`src/rtl/max7219_serializer.sv`:
```
// max7219_serializer: sends MAX7219 init frames after reset, then one
// four-digit BCD update frame set per accepted start, over a 3-wire bus.
module max7219_serializer #(
  parameter int         CLK_DIV   = 2,
  parameter logic [3:0] INTENSITY = 4'h8
) (
  input  logic       i_clk,
  input  logic       i_reset,
  input  logic       i_en,
  input  logic       i_start,
  input  logic [3:0] i_hours_tens,
  input  logic [3:0] i_hours_ones,
  input  logic [3:0] i_min_tens,
  input  logic [3:0] i_min_ones,
  input  logic       i_colon,
  output logic       o_busy,
  output logic       o_serial_dout,
  output logic       o_serial_load,
  output logic       o_serial_clk
);

  localparam logic [2:0] ST_RESET = 3'd0;
  localparam logic [2:0] ST_INIT  = 3'd1;
  localparam logic [2:0] ST_IDLE  = 3'd2;
  localparam logic [2:0] ST_ARM   = 3'd3;
  localparam logic [2:0] ST_UPD   = 3'd4;

  localparam logic [1:0] PH_SHIFT = 2'd0;
  localparam logic [1:0] PH_LOAD  = 2'd1;
  localparam logic [1:0] PH_GAP   = 2'd2;

  localparam logic [7:0] DIV_LAST = 8'(CLK_DIV - 1);

  logic [2:0]  state_q, state_d;
  logic [1:0]  phase_q, phase_d;
  logic [2:0]  frame_q, frame_d;
  logic [3:0]  bit_q, bit_d;
  logic [7:0]  div_q, div_d;
  logic [15:0] dig_q, dig_d;
  logic        colon_q, colon_d;
  logic        busy_q, busy_d;
  logic        dout_q, dout_d;
  logic        load_q, load_d;
  logic        sclk_q, sclk_d;

  logic        in_init;
  logic        div_last;
  logic [2:0]  last_frame;
  logic [15:0] cur_word;

  function automatic logic [15:0] frame_word(
    input logic        init,
    input logic [2:0]  idx,
    input logic [15:0] dig,
    input logic        colon
  );
    logic [3:0] d;
    logic [7:0] data;
    d = 4'h0;
    data = 8'h00;
    frame_word = 16'h0000;
    if (init) begin
      unique case (idx)
        3'd0:    frame_word = 16'h0C00;
        3'd1:    frame_word = 16'h0F00;
        3'd2:    frame_word = 16'h090F;
        3'd3:    frame_word = {12'h0A0, INTENSITY};
        3'd4:    frame_word = 16'h0B03;
        default: frame_word = 16'h0C01;
      endcase
    end else begin
      // a zero hours-tens digit is blanked with code-B 0xF
      unique case (idx[1:0])
        2'd0:    d = (dig[15:12] == 4'h0) ? 4'hF : dig[15:12];
        2'd1:    d = dig[11:8];
        2'd2:    d = dig[7:4];
        default: d = dig[3:0];
      endcase
      data = {colon & (idx == 3'd1), 3'b000, d};
      frame_word = {4'h0, {1'b0, idx} + 4'd1, data};
    end
  endfunction

  assign in_init    = (state_q == ST_INIT);
  assign div_last   = (div_q == DIV_LAST);
  assign last_frame = in_init ? 3'd5 : 3'd3;
  assign cur_word   = frame_word(in_init, frame_q, dig_q, colon_q);

  always_comb begin
    state_d = state_q;
    phase_d = phase_q;
    frame_d = frame_q;
    bit_d   = bit_q;
    div_d   = div_q;
    dig_d   = dig_q;
    colon_d = colon_q;
    busy_d  = busy_q;
    dout_d  = dout_q;
    load_d  = load_q;
    sclk_d  = sclk_q;
    unique case (state_q)
      ST_RESET, ST_ARM: begin
        // every frame begins with a zero nibble, so bit 15 is always 0
        state_d = (state_q == ST_RESET) ? ST_INIT : ST_UPD;
        phase_d = PH_SHIFT;
        frame_d = 3'd0;
        bit_d   = 4'd15;
        div_d   = 8'd0;
        busy_d  = 1'b1;
        dout_d  = 1'b0;
        load_d  = 1'b0;
        sclk_d  = 1'b0;
      end
      ST_IDLE: begin
        if (i_en && i_start) begin
          state_d = ST_ARM;
          dig_d   = {i_hours_tens, i_hours_ones, i_min_tens, i_min_ones};
          colon_d = i_colon;
        end
      end
      ST_INIT, ST_UPD: begin
        div_d = div_last ? 8'd0 : div_q + 8'd1;
        if (div_last) begin
          unique case (phase_q)
            PH_SHIFT: begin
              if (!sclk_q) begin
                sclk_d = 1'b1;
              end else begin
                sclk_d = 1'b0;
                if (bit_q == 4'd0) begin
                  phase_d = PH_LOAD;
                  dout_d  = 1'b0;
                  load_d  = 1'b1;
                end else begin
                  bit_d  = bit_q - 4'd1;
                  dout_d = cur_word[bit_q - 4'd1];
                end
              end
            end
            PH_LOAD: begin
              phase_d = PH_GAP;
              load_d  = 1'b0;
            end
            PH_GAP: begin
              if (frame_q == last_frame) begin
                state_d = ST_IDLE;
                busy_d  = 1'b0;
              end else begin
                frame_d = frame_q + 3'd1;
                phase_d = PH_SHIFT;
                bit_d   = 4'd15;
                dout_d  = 1'b0;
              end
            end
            default: phase_d = PH_SHIFT;
          endcase
        end
      end
      default: state_d = ST_RESET;
    endcase
  end

  always_ff @(posedge i_clk or posedge i_reset) begin
    if (i_reset) begin
      state_q <= ST_RESET;
      phase_q <= PH_SHIFT;
      frame_q <= 3'd0;
      bit_q   <= 4'd0;
      div_q   <= 8'd0;
      dig_q   <= 16'h0000;
      colon_q <= 1'b0;
      busy_q  <= 1'b0;
      dout_q  <= 1'b0;
      load_q  <= 1'b0;
      sclk_q  <= 1'b0;
    end else begin
      state_q <= state_d;
      phase_q <= phase_d;
      frame_q <= frame_d;
      bit_q   <= bit_d;
      div_q   <= div_d;
      dig_q   <= dig_d;
      colon_q <= colon_d;
      busy_q  <= busy_d;
      dout_q  <= dout_d;
      load_q  <= load_d;
      sclk_q  <= sclk_d;
    end
  end

  assign o_busy        = busy_q;
  assign o_serial_dout = dout_q;
  assign o_serial_load = load_q;
  assign o_serial_clk  = sclk_q;

endmodule
```
`config.mk`:
```
export PLATFORM = sky130hd
export DESIGN_NAME = max7219_serializer
export DESIGN_NICKNAME = d
export VERILOG_FILES = /design/src/rtl/max7219_serializer.sv
export SDC_FILE = /design/constraint.sdc
export NUM_CORES = 1
export LEC_CHECK = 0
export CORE_MARGIN = 10
export CORE_UTILIZATION = 47
export DETAILED_ROUTE_END_ITERATION = 10
export PLACE_DENSITY = 0.77
export SLEW_MARGIN = 20
export SYNTH_ARGS = -nofsm -noshare
export SYNTH_HDL_FRONTEND = slang
export SYNTH_SLANG_ARGS = --single-unit
```
`constraint.sdc`:
```
create_clock -name i_clk -period 2.08 [get_ports i_clk]
set_input_delay 0.312 -clock i_clk [delete_from_list [all_inputs] [get_ports i_clk]]
set_output_delay 0.312 -clock i_clk [all_outputs]
set_load 0.1 [all_outputs]
```
Yosys cells after proc, flatten, opt, wreduce, memory -nomap -nowiden
Index checks and enable logic that the tools add are counted.
- register bits after elaboration: 41
- bits in latches: 0
- bits in writable memories: 0
- memory bits (read-only): 0
- output and inout port bits: 4
- logic and storage cells: 112
- memories: 0
- add/sub/neg operators: 4
- multipliers: 0
- divide/modulo/power cells: 0
- magnitude comparators: 1
- equality and inequality tests: 26
- shift operators: 0
- muxes and demuxes: 50
- bitwise operators: 1
- reduce and logical (&&, ||, !) cells: 19
- operators by type and width (cell ; count):
    case mux 11 bit (5 select lines) ; 1
    two-way mux 3 bit ; 9
    two-way mux 4 bit ; 5
    two-way mux 16 bit ; 1
    case mux 4 bit (2 select lines) ; 2
    case mux 8 bit (2 select lines) ; 1
    AND reduction 5 bit ; 3
    two-way mux 1 bit ; 14
    equality test 3 x 2 -> 1 bit (second input constant) ; 4
    != test 3 bit (second input constant) ; 4
    case mux 1 bit (2 select lines) ; 6
    case mux 4 bit (3 select lines) ; 1
    AND reduction 4 bit ; 3
    != test 2 bit (second input constant) ; 5
    case mux 3 bit (3 select lines) ; 1
    adder 8 x 1 -> 8 bit (second input constant) ; 1
    equality test 8 x 1 -> 1 bit (second input constant) ; 1
    zero test 4 bit ; 2
    two-way mux 2 bit ; 4
    two-way mux 8 bit ; 1
    equality test 3 x 1 -> 1 bit (second input constant) ; 2
    equality test 3 bit (second input constant) ; 2
    zero test 3 bit ; 2
    case mux 2 bit (3 select lines) ; 1
    21 further kinds ; 25

Depth between registers and ports, before layout
- word-level depth: 11
- depth in mapped cells: 9

Least setup slack after synthesis
Ideal clock, no wire load.
- kind: reg2reg
- start: register frame_q[0]
- end: register dout_q (netlist: o_serial_dout)
- arrival time: 1.902 ns
- setup slack: 0.075 ns
- stages on the path, launching flop included: 7
- period minus slack after synthesis: 2.005 ns
- cells stage by stage: dfrtp_1 -> ha_1 -> ha_1 -> mux4_2 -> nand2_1 -> a31oi_1 -> o41ai_2
- longest elaborated chain between the ends: 10
- ends and longest elaborated chain (item ; line ; source):
    start: declaration ; 36 ; logic [2:0] frame_q, frame_d;
    start signal: assignment ; 179 ; frame_q <= frame_d;
    equality test 3 bit (tied with other cells) ; 63 ; unique case (idx)
    case mux 11 bit (5 select lines) (tied with other cells) ; 63 ;
    two-way mux 16 bit ; 62 ; if (init) begin
    binary-select mux 1 bit (select 4 bit) ; 136 ; dout_d = cur_word[bit_q - 4'd1];
    two-way mux 1 bit (not written as such) ; 136 ;
    two-way mux 1 bit ; 130 ; if (bit_q == 4'd0) begin
    two-way mux 1 bit ; 126 ; if (!sclk_q) begin
    case mux 1 bit (2 select lines) ; 124 ; unique case (phase_q)
    two-way mux 1 bit ; 123 ; if (div_last) begin
    case mux 1 bit (2 select lines) ; 101 ; unique case (state_q)
    end signal: assignment ; 185 ; dout_q <= dout_d;
    end: declaration ; 42 ; logic dout_q, dout_d;
Parallel ways exist; a longest one is shown, timed or not. The select of a mux whose other input is x is not followed.
A chain may end at the register's enable or synchronous reset.

Worst setup path after layout
- start: register bit_q[0]
- end: register bit_q[3]
- longest elaborated chain between the ends: 6
- ends and longest elaborated chain (item ; line ; source):
    start: declaration ; 37 ; logic [3:0] bit_q, bit_d;
    start signal: assignment ; 180 ; bit_q <= bit_d;
    subtractor 4 x 1 -> 4 bit ; 135 ; bit_d = bit_q - 4'd1;
    two-way mux 4 bit ; 130 ;
    two-way mux 4 bit ; 126 ;
    case mux 4 bit (2 select lines) ; 124 ;
    two-way mux 4 bit ; 123 ;
    case mux 4 bit (2 select lines) ; 101 ;
Parallel ways exist; a longest one is shown, timed or not. The select of a mux whose other input is x is not followed.

==> metrics.md <==
| Metric | Value |
|---|---|
| Post-layout min period | 1.974 ns |
| Critical path required time | 2.26 ns |
| Yosys warnings | 0 |
| Max VDD drop | 0.3880 mV |
| Worst Setup SP | bit_q[0] |
| Final worst-path cycle share | 0.9490 |
| ANT cells | 0 |
| Row count | 26 |
| DP Wirelength | 4.491 mm |
| Synthesized area per cell | 9.860 um2 |
| I/O Buffers | 24 |
| Reg-to-reg endpoint | bit_q[3] |
| Grt total ovfl | 0 |
| Pwr Density | 465.1 nW/um2 |
| Largest net degree at the start of global routing | 42 |
| Leading area contributor after synthesis | dfrtp_1 |
| First-pass detailed-route iteration total | 4 |
| Slew margin rel. | 0.6446 |
| Via count | 2,119 |
| Crit path capture type | flop |
| Initial core utilization | 0.4937 |
| Final net count | 330 |
| CTS tree | yes |
| Initial antenna violation count | 0 |
| Yosys reg bits | 41 |
| Core area | 5172 um2 |
| Die footprint | 8782 um2 |
| Crit path DAT | 2.15 ns |
| H-tree depth | 2 |
| Syn Nets | 289 |
| Top cells by area, synth | dfrtp_1, mux2_2, ha_1 |
| Antenna viol nets, final | 0 |
| Die width | 93.71 um |
| Longest Clk Path Bufs | 2 |
| F_max | 506.6 MHz |
| Setup CP Type | reg2reg |
| Final hold violation count | 0 |
| Routability congestion estimate from global placement | 0.9156 |
| Hold_ws | 0.4411 ns |
| CTS Buf Count | 5 |
| Die Span Y | 93.71 um |
| Ports | 25 |
| Multi-input logic area | 1416 um2 |
| Critical path fanouts, max | 4 |
| Clock skew | 0.009528 ns |
| R2r setup slk | 0.11 ns |
| Clock root cell | clkbuf_8 |
| Via density | 5.727 |
| Clock sinks | 41 |
| Cell variety after synth | 62 |
| Slew Viols, Final | 0 |
| P_leak | 0.001378 uW |
| Filler cells | 420 |
| Hold Path Class | in2async |
| Sequential Area | 1028 um2 |
| Commonest cells in the synthesized netlist | dfrtp_1, nor2_1, nand2_1 |
| Status | complete, no violations |
| CTS Hold Bufs | 0 |
| Via count of the first global-routing pass | 2,151 |
| Worst Reg-to-Reg Cells | 7 |
| Seq/Total Area, Yosys | 0.4018 |
| Worst-margin pin slew | 0.5331 ns |
| Routed len/inst | 16.27 um |
| Layout cells sized above 1 | 0.2167 |
| Area Overhead vs Synth | 19.99% |
| Area share of the largest cell type after synthesis | 0.4018 |
| Final setup viols | 0 |
| Cell area after synthesis | 2554 um2 |
| Fin util | 0.5924 |
| Critical Path Start Type | flop |
| Clock Latency Late Sink | 0.29 ns |
| Initial drt markers | 156 |
| Final wirelength | 6.020 mm |
| Cells after synthesis | 259 |
| Max Cap Viol | 0 |
| Number of synthesized flops with an enable pin | 0 |
| Clock-pin transition on the worst setup and hold timing paths | 0.08 ns |
| R2R Path Start | bit_q[0] |
| Total track usage | 0.1431 |
| DRC | 0 |
| First-pass GRT wire length | 10.28 mm |
| Top-count cell post-synth | dfrtp_1 |
| Top FF cell, synth | dfrtp_1 |
| Asr flop ratio synth | 1.000 |
-- critical path: stages (launching register included) --
cell and delay, ns:
dfrtp_1 0.39, inv_2 0.11, ha_2 0.22, or3b_1 0.40, a21oi_2 0.17, nor3_2 0.06
a21oi_2 0.19, mux2_4 0.31
-- timing repair --
item,CTS,global route
setup endpoints to repair,0,3
buffers inserted,0,1
gates resized for setup,0,6
-- report_power, final --
| group | internal (uW) | switching, uW | total (uW) |
|---|---|---|---|
| registers | 809 | 9.73 | 819 |
| logic | 47.0 | 27.9 | 74.9 |
| clock network | 264 | 268 | 531 |
-- metal layers --
metal | track usage | up-vias | wire, um | part of all wire
li1 | - | 1017 | - | -
met1 | 0.1843 | 1039 | 2723 | 0.45
met2 | 0.2264 | 55 | 2927 | 0.49
met3 | 0.03757 | 8 | 290 | 0.048
met4 | 0.04810 | 0 | 79 | 0.013
met5 | 0 | - | 0 | 0
-- cell usage in the layout, fill, tap and decap left out, types with 2 or more instances in the layout --
master,instances
dfrtp_1,39
nor2_1,25
nand2_1,24
buf_4,23
clkdlybuf4s50_1,20
a21oi_1,15
inv_1,13
mux2_2,12
o21ai_0,9
ha_1,7
nand2b_1,6
nand4_1,6
clkbuf_8,6
mux2_1,5
xor2_1,5
mux2i_1,5
nor2b_1,4
o22ai_1,4
a22o_1,4
a31oi_1,4
nor3_1,3
a21oi_2,3
or3b_1,3
nand3_1,3
a22oi_1,3
nand3b_1,2
a21o_1,2
xnor2_1,2
o21ai_1,2
o31ai_1,2
o211ai_1,2
ha_2,2
dfrtp_2,2
-- area by class of cell --
type | count | area share
sequential | 41 | 0.3356
clock buffer | 7 | 0.02817
multi-input combinational | 194 | 0.4622
inverter | 14 | 0.01715
tap | 70 | 0.02858
timing repair buffer | 44 | 0.1282
-- flip-flops by register name, summed over array words and instances, names as in the netlist, 2 cells and up --
signal	cells
div_q	8
bit_q	4
phase_q	2
frame_q	3
state_q	3
dig_q	16
-- cells by family (layout without fill, tap and decap cells) --
| family | count (synthesis) | in the layout | synth area share |
|---|---|---|---|
| and+or+nand+nor | 91 | 91 | 0.1916 |
| AOI/OAI and AO/OA | 62 | 62 | 0.1725 |
| DFF | 41 | 41 | 0.4018 |
| muxes | 25 | 25 | 0.1181 |
| buffers and inverters | 24 | 65 | 0.04802 |
| xor gates and xnor gates | 7 | 7 | 0.02401 |
| adders and majority gates | 9 | 9 | 0.04410 |
-- worst max path at each step --
stage                          to  slack (ns)  cells after the start
global placement    o_serial_dout        0.12                      6
detailed placement  o_serial_dout        0.08                      6
CTS                 o_serial_dout        0.07                      6
finish                   bit_q[3]        0.11                      7
global route             bit_q[3]       -0.02                      7
floorplan           o_serial_dout        0.07                      6
-- through the flow --
stage | instances | setup TNS (ns) | total power (uW) | setup slack (ns) | cell area (um2)
after floorplan | 259 | 0 | 860.2 | 0.07496 | 2554
after global placement | 362 | 0 | 908.1 | 0.1217 | 2957
after detailed placement | 362 | 0 | 910.6 | 0.08067 | 2957
after CTS | 369 | 0 | 1433 | 0.06832 | 3043
after global routing | 370 | -0.02302 | 1480 | -0.02302 | 3064
final | 370 | 0 | 1425 | 0.1062 | 3064
(Power assumes the default switching activity.)
==> edit 1 (config.mk and constraints unchanged) <==
Register the input `i_hours_tens` before use, cleared by the reset. The logic sees it one clock later. The other inputs are not delayed to match.
--- a/src/rtl/max7219_serializer.sv
+++ b/src/rtl/max7219_serializer.sv
@@ -31,4 +31,14 @@
 
   localparam logic [7:0] DIV_LAST = 8'(CLK_DIV - 1);
+
+  logic [3:0] i_hours_tens_q;
+
+  always_ff @(posedge i_clk or posedge i_reset) begin
+    if (i_reset) begin
+      i_hours_tens_q <= '0;
+    end else begin
+      i_hours_tens_q <= i_hours_tens;
+    end
+  end
 
   logic [2:0]  state_q, state_d;
@@ -115,5 +125,5 @@
         if (i_en && i_start) begin
           state_d = ST_ARM;
-          dig_d   = {i_hours_tens, i_hours_ones, i_min_tens, i_min_ones};
+          dig_d   = {i_hours_tens_q, i_hours_ones, i_min_tens, i_min_ones};
           colon_d = i_colon;
         end
Check against the original RTL: same outputs for any inputs over 10 cycles, from zero or initial values and one cycle with i_reset high; that may be too few to reach the edited logic, so the function may still have changed.
==> edit 1 against the unedited design <==
Fmax is 3.4% higher. Die area is 0.88% lower. Count of clock-buffer cells in the layout down 1. Sequential cell count grew 4. Sequential power grew 9.2%. Setup slack better by 0.065 ns. Via count is 1.4% lower. Routed wire length shrank 6.5%. Synthesized area decreased by 1.1%. Global-route usage down 0.67 points. Cell area grew 0.33%. Total power grew 16%. Largest power group unchanged. Highest routed layer unchanged.
==> edit 1: results (changes against the unedited design) <==
[outcome]
outcome = completed

[worst_setup_path]
slowest_stage = dfrtp_1
worst_ep_arrival_time_ns = 2.10  ; -0.05 ns
r2r_end = o_serial_dout$_DFFE_PP0P_
startpoint = div_q[1]$_DFFE_PP0N_
reg2reg_depth = 8  ; +1
r2r_slack_ns = 0.17  ; +0.07 ns

[synthesis]
ys_types = 55  ; -11%
yosysSeqAreaShare_pct = 44.6  ; +4.4 points
syn_area_per_cell_um2 = 9.64  ; -2.3%
synth-adder-area-share_pct = 4.46  ; +0.050 points
synth.area.mux_share_pct = 7.98  ; -3.8 points
syn-num-nets = 292  ; +1.0%
synth-compound-area-share_pct = 17.8  ; +0.59 points

[routing]
drt-total-wl_um = 5630  ; -6.5%
wl_met3_um = 289  ; -0.34%
met1_length_um = 2590  ; -4.9%
via_count = 2089  ; -1.4%
viasPerCell = 5.63  ; -1.7%
met2_length_um = 2690  ; -8.2%
drt-initial-drc-count = 127  ; -19%

[sta]
final.min_clock_period_ns = 1.91  ; -0.0655 ns
fin_skew_ns = 0.00851  ; -0.00102 ns
worst_pin_slew_ns = 0.564  ; +0.0306 ns

[placed_design]
gp_congestion = 0.878  ; -4.1%
dpl_cell_area_mm2 = 0.00293  ; -0.89%
dp_hpwl_um = 4190  ; -6.7%
dp.cells = 363  ; +0.28%

[grt]
grt_pass1_wl_um = 9950  ; -3.2%
grtUsageTotal_pct = 13.6  ; -0.67 points
met3_usage_pct = 3.28  ; -0.48 points
grt.met2_usage_pct = 22.6  ; about the same
grt_start_max_net_pins = 46  ; +9.5%

[layout]
drive_above_1_share_pct = 17.6  ; -4.1 points
fillerInstances = 443  ; +5.5%
largestRegisters = dig_q: 16 flops, div_q: 8 flops

[power_and_ir_drop]
pwr-share-clk_pct = 41.9  ; +4.6 points
internal-power_mw = 1.32  ; +18%
switchingPower_mw = 0.334  ; +9.4%
seq_power_mw = 0.894  ; +9.2%

[worst_hold_path]
worst_hold_path_type = in -> reg

[edit 1: changes by cell type in the layout (fill, tap and decap cells not counted), sizes merged, moves of 3 or more]
cell / delta
nor3: +8
buf: -3
nor2: -12
nor4: +3
o21ai: +15
dfrtp: +4
and3: +5
mux2i: -5
inv: -5
[edit 1: final cells by class]
| type | instances | area (um^2) | area share [%] |
|---|---|---|---|
| clock inverters | 2 | 37.5 | 1.22 |
| inverters | 10 | 37.5 | 1.22 |
| multi-input cells | 197 | 1350 | 43.8 |
| clock buffers | 6 | 82.6 | 2.69 |
| flip-flops and latches | 45 | 1130 | 36.6 |
| repair buffers | 41 | 358 | 11.6 |
| well taps | 70 | 87.6 | 2.85 |
[edit 1: worst register-to-register path: stages, from the launching register on]
cell and delay (ns):
dfrtp_1 0.41, inv_1 0.10, ha_1 0.15, nor4b_4 0.23
nand2_1 0.15, nor4_4 0.27, a21oi_1 0.12, a311oi_1 0.26
a21oi_1 0.10
==> edit 2 (config.mk and constraints unchanged) <==
Made on the original files. Change the parameter `INTENSITY` from 4'h8 to 4'h7.
--- a/src/rtl/max7219_serializer.sv
+++ b/src/rtl/max7219_serializer.sv
@@ -3,5 +3,5 @@
 module max7219_serializer #(
   parameter int         CLK_DIV   = 2,
-  parameter logic [3:0] INTENSITY = 4'h8
+  parameter logic [3:0] INTENSITY = 4'h7
 ) (
   input  logic       i_clk,
Behaviour: same outputs for any inputs over 10 cycles, from zero or initial values and one cycle with i_reset high; that may be too few to reach the edited logic, so the function may still have changed.
==> edit 2 against the unedited design <==
Routed wire length down 8.7%. Cell area up 1.5%. Hold slack worse by 0.0044 ns. Largest cell class unchanged. Via count down 7.1%. Total power up 8.8%. Non-clock buffer count up 4. Synthesized area down 1.8%. Sequential cell count unchanged. Setup slack worse by 0.067 ns. Fmax down 3.3%.
==> edit 2: results (changes against the unedited design) <==
[power_and_ir_drop]
seqPwrFrac_pct = 52.7  ; -4.8 points
switchingPower_mw = 0.303  ; -0.67%
seq_power_mw = 0.817  ; about the same
vdd_drop_max_v = 0.000269  ; -31%
total_leakage_power_nw = 1.40  ; +1.4%
powerComb_mw = 0.0727  ; -2.9%

[worst_setup_path]
slowest_stage = or4b_4
path_max_fanout = 8  ; +4
worst_ep_arrival_time_ns = 2.22  ; +0.07 ns
slowest_delay_ns = 0.45  ; +0.05 ns
startpoint = div_q[1]$_DFFE_PP0N_
reg2reg_depth = 7  ; unchanged
crit_family = simple AND/OR/NAND/NOR gates
critPathCaptureType = register

[synthesis]
yosysSeqAreaShare_pct = 40.9  ; +0.72 points
synth-adder-area-share_pct = 3.99  ; -0.42 points
syn_area_per_cell_um2 = 10.6  ; +7.8%
synth-xor-area-share_pct = 3.49  ; +1.1 points
synthTopCellsByCount = dfrtp_1, mux2_2, nor2_1
syn-num-nets = 265  ; -8.3%
synth_top_cells_by_area = dfrtp_1, mux2_2, ha_1
ys_async_sr_fraction_pct = 100  ; unchanged
ys_types = 65  ; +4.8%
synth.area.mux_share_pct = 12.8  ; +1.0 points
synth-compound-area-share_pct = 16.8  ; -0.49 points

[sta]
setup_violations = 0  ; unchanged
layout_setup_ws_ns = 0.0391  ; -0.0670 ns
worst_pin_slew_ns = 0.530  ; -0.00307 ns
timing.hold.ws_ns = 0.437  ; -0.00440 ns
fin_skew_ns = 0.00816  ; -0.00137 ns

[grt]
grt_pass1_wl_um = 9760  ; -5.0%
met3_usage_pct = 2.80  ; -0.96 points
grt_pass1_vias = 2091  ; -2.8%
grt.met2_usage_pct = 22.8  ; +0.20 points
use_met1_pct = 16.8  ; -1.6 points
grtUsageTotal_pct = 13.4  ; -0.91 points

[routing]
wl_met3_um = 212  ; -27%
wire_per_inst_um = 15.7  ; -3.5%
met2_length_um = 2690  ; -8.2%
top_layer = met4
drt-initial-drc-count = 142  ; -9.0%
via_count = 1968  ; -7.1%
viasPerCell = 5.62  ; -1.8%
met1_length_um = 2530  ; -7.1%

[clock_tree]
clock_path_buffers = 2  ; unchanged
clkTransAtPathRegs_ns = 0.08  ; about the same

[placed_design]
dp_hpwl_um = 4060  ; -9.7%
preCtsSetupSlack_ns = 0.0355  ; -0.0452 ns
dpl_cell_area_mm2 = 0.00291  ; -1.5%
gp_congestion = 0.866  ; -5.4%
dp.cells = 339  ; -6.4%

[layout]
nets = 308  ; -6.7%
drive_above_1_share_pct = 30.0  ; +8.3 points

[outcome]
outcome = completed

[edit 2: changes by cell type after synthesis, sizes merged, moves of 3 or more]
| cell | unedited run | this run |
|---|---|---|
| nand2 | 25 | 16 |
| xor2 | 5 | 8 |
| nor2 | 26 | 16 |
| a21oi | 18 | 13 |
| a22o | 4 | 0 |
| nor2b | 4 | 1 |
| a2111oi | 0 | 3 |
| nand2b | 6 | 0 |
| o22ai | 5 | 0 |
| clkbuf | 2 | 5 |
| and3 | 0 | 5 |
| o21ai | 11 | 8 |
[edit 2: cell type report]
type	count	area, um^2
timing repair buffer	48	414
clock buffer	7	86.3
fill	470	2030
sequential	41	1030
clock inverter	1	30.0
multi-input combinational	170	1420
inverter	13	48.8
tap	70	87.6
[edit 2: what timing repair did]
action | CTS | global route
setup endpoints to repair | 0 | 6
setup buffers | 0 | 3
gates resized for setup | 0 | 14
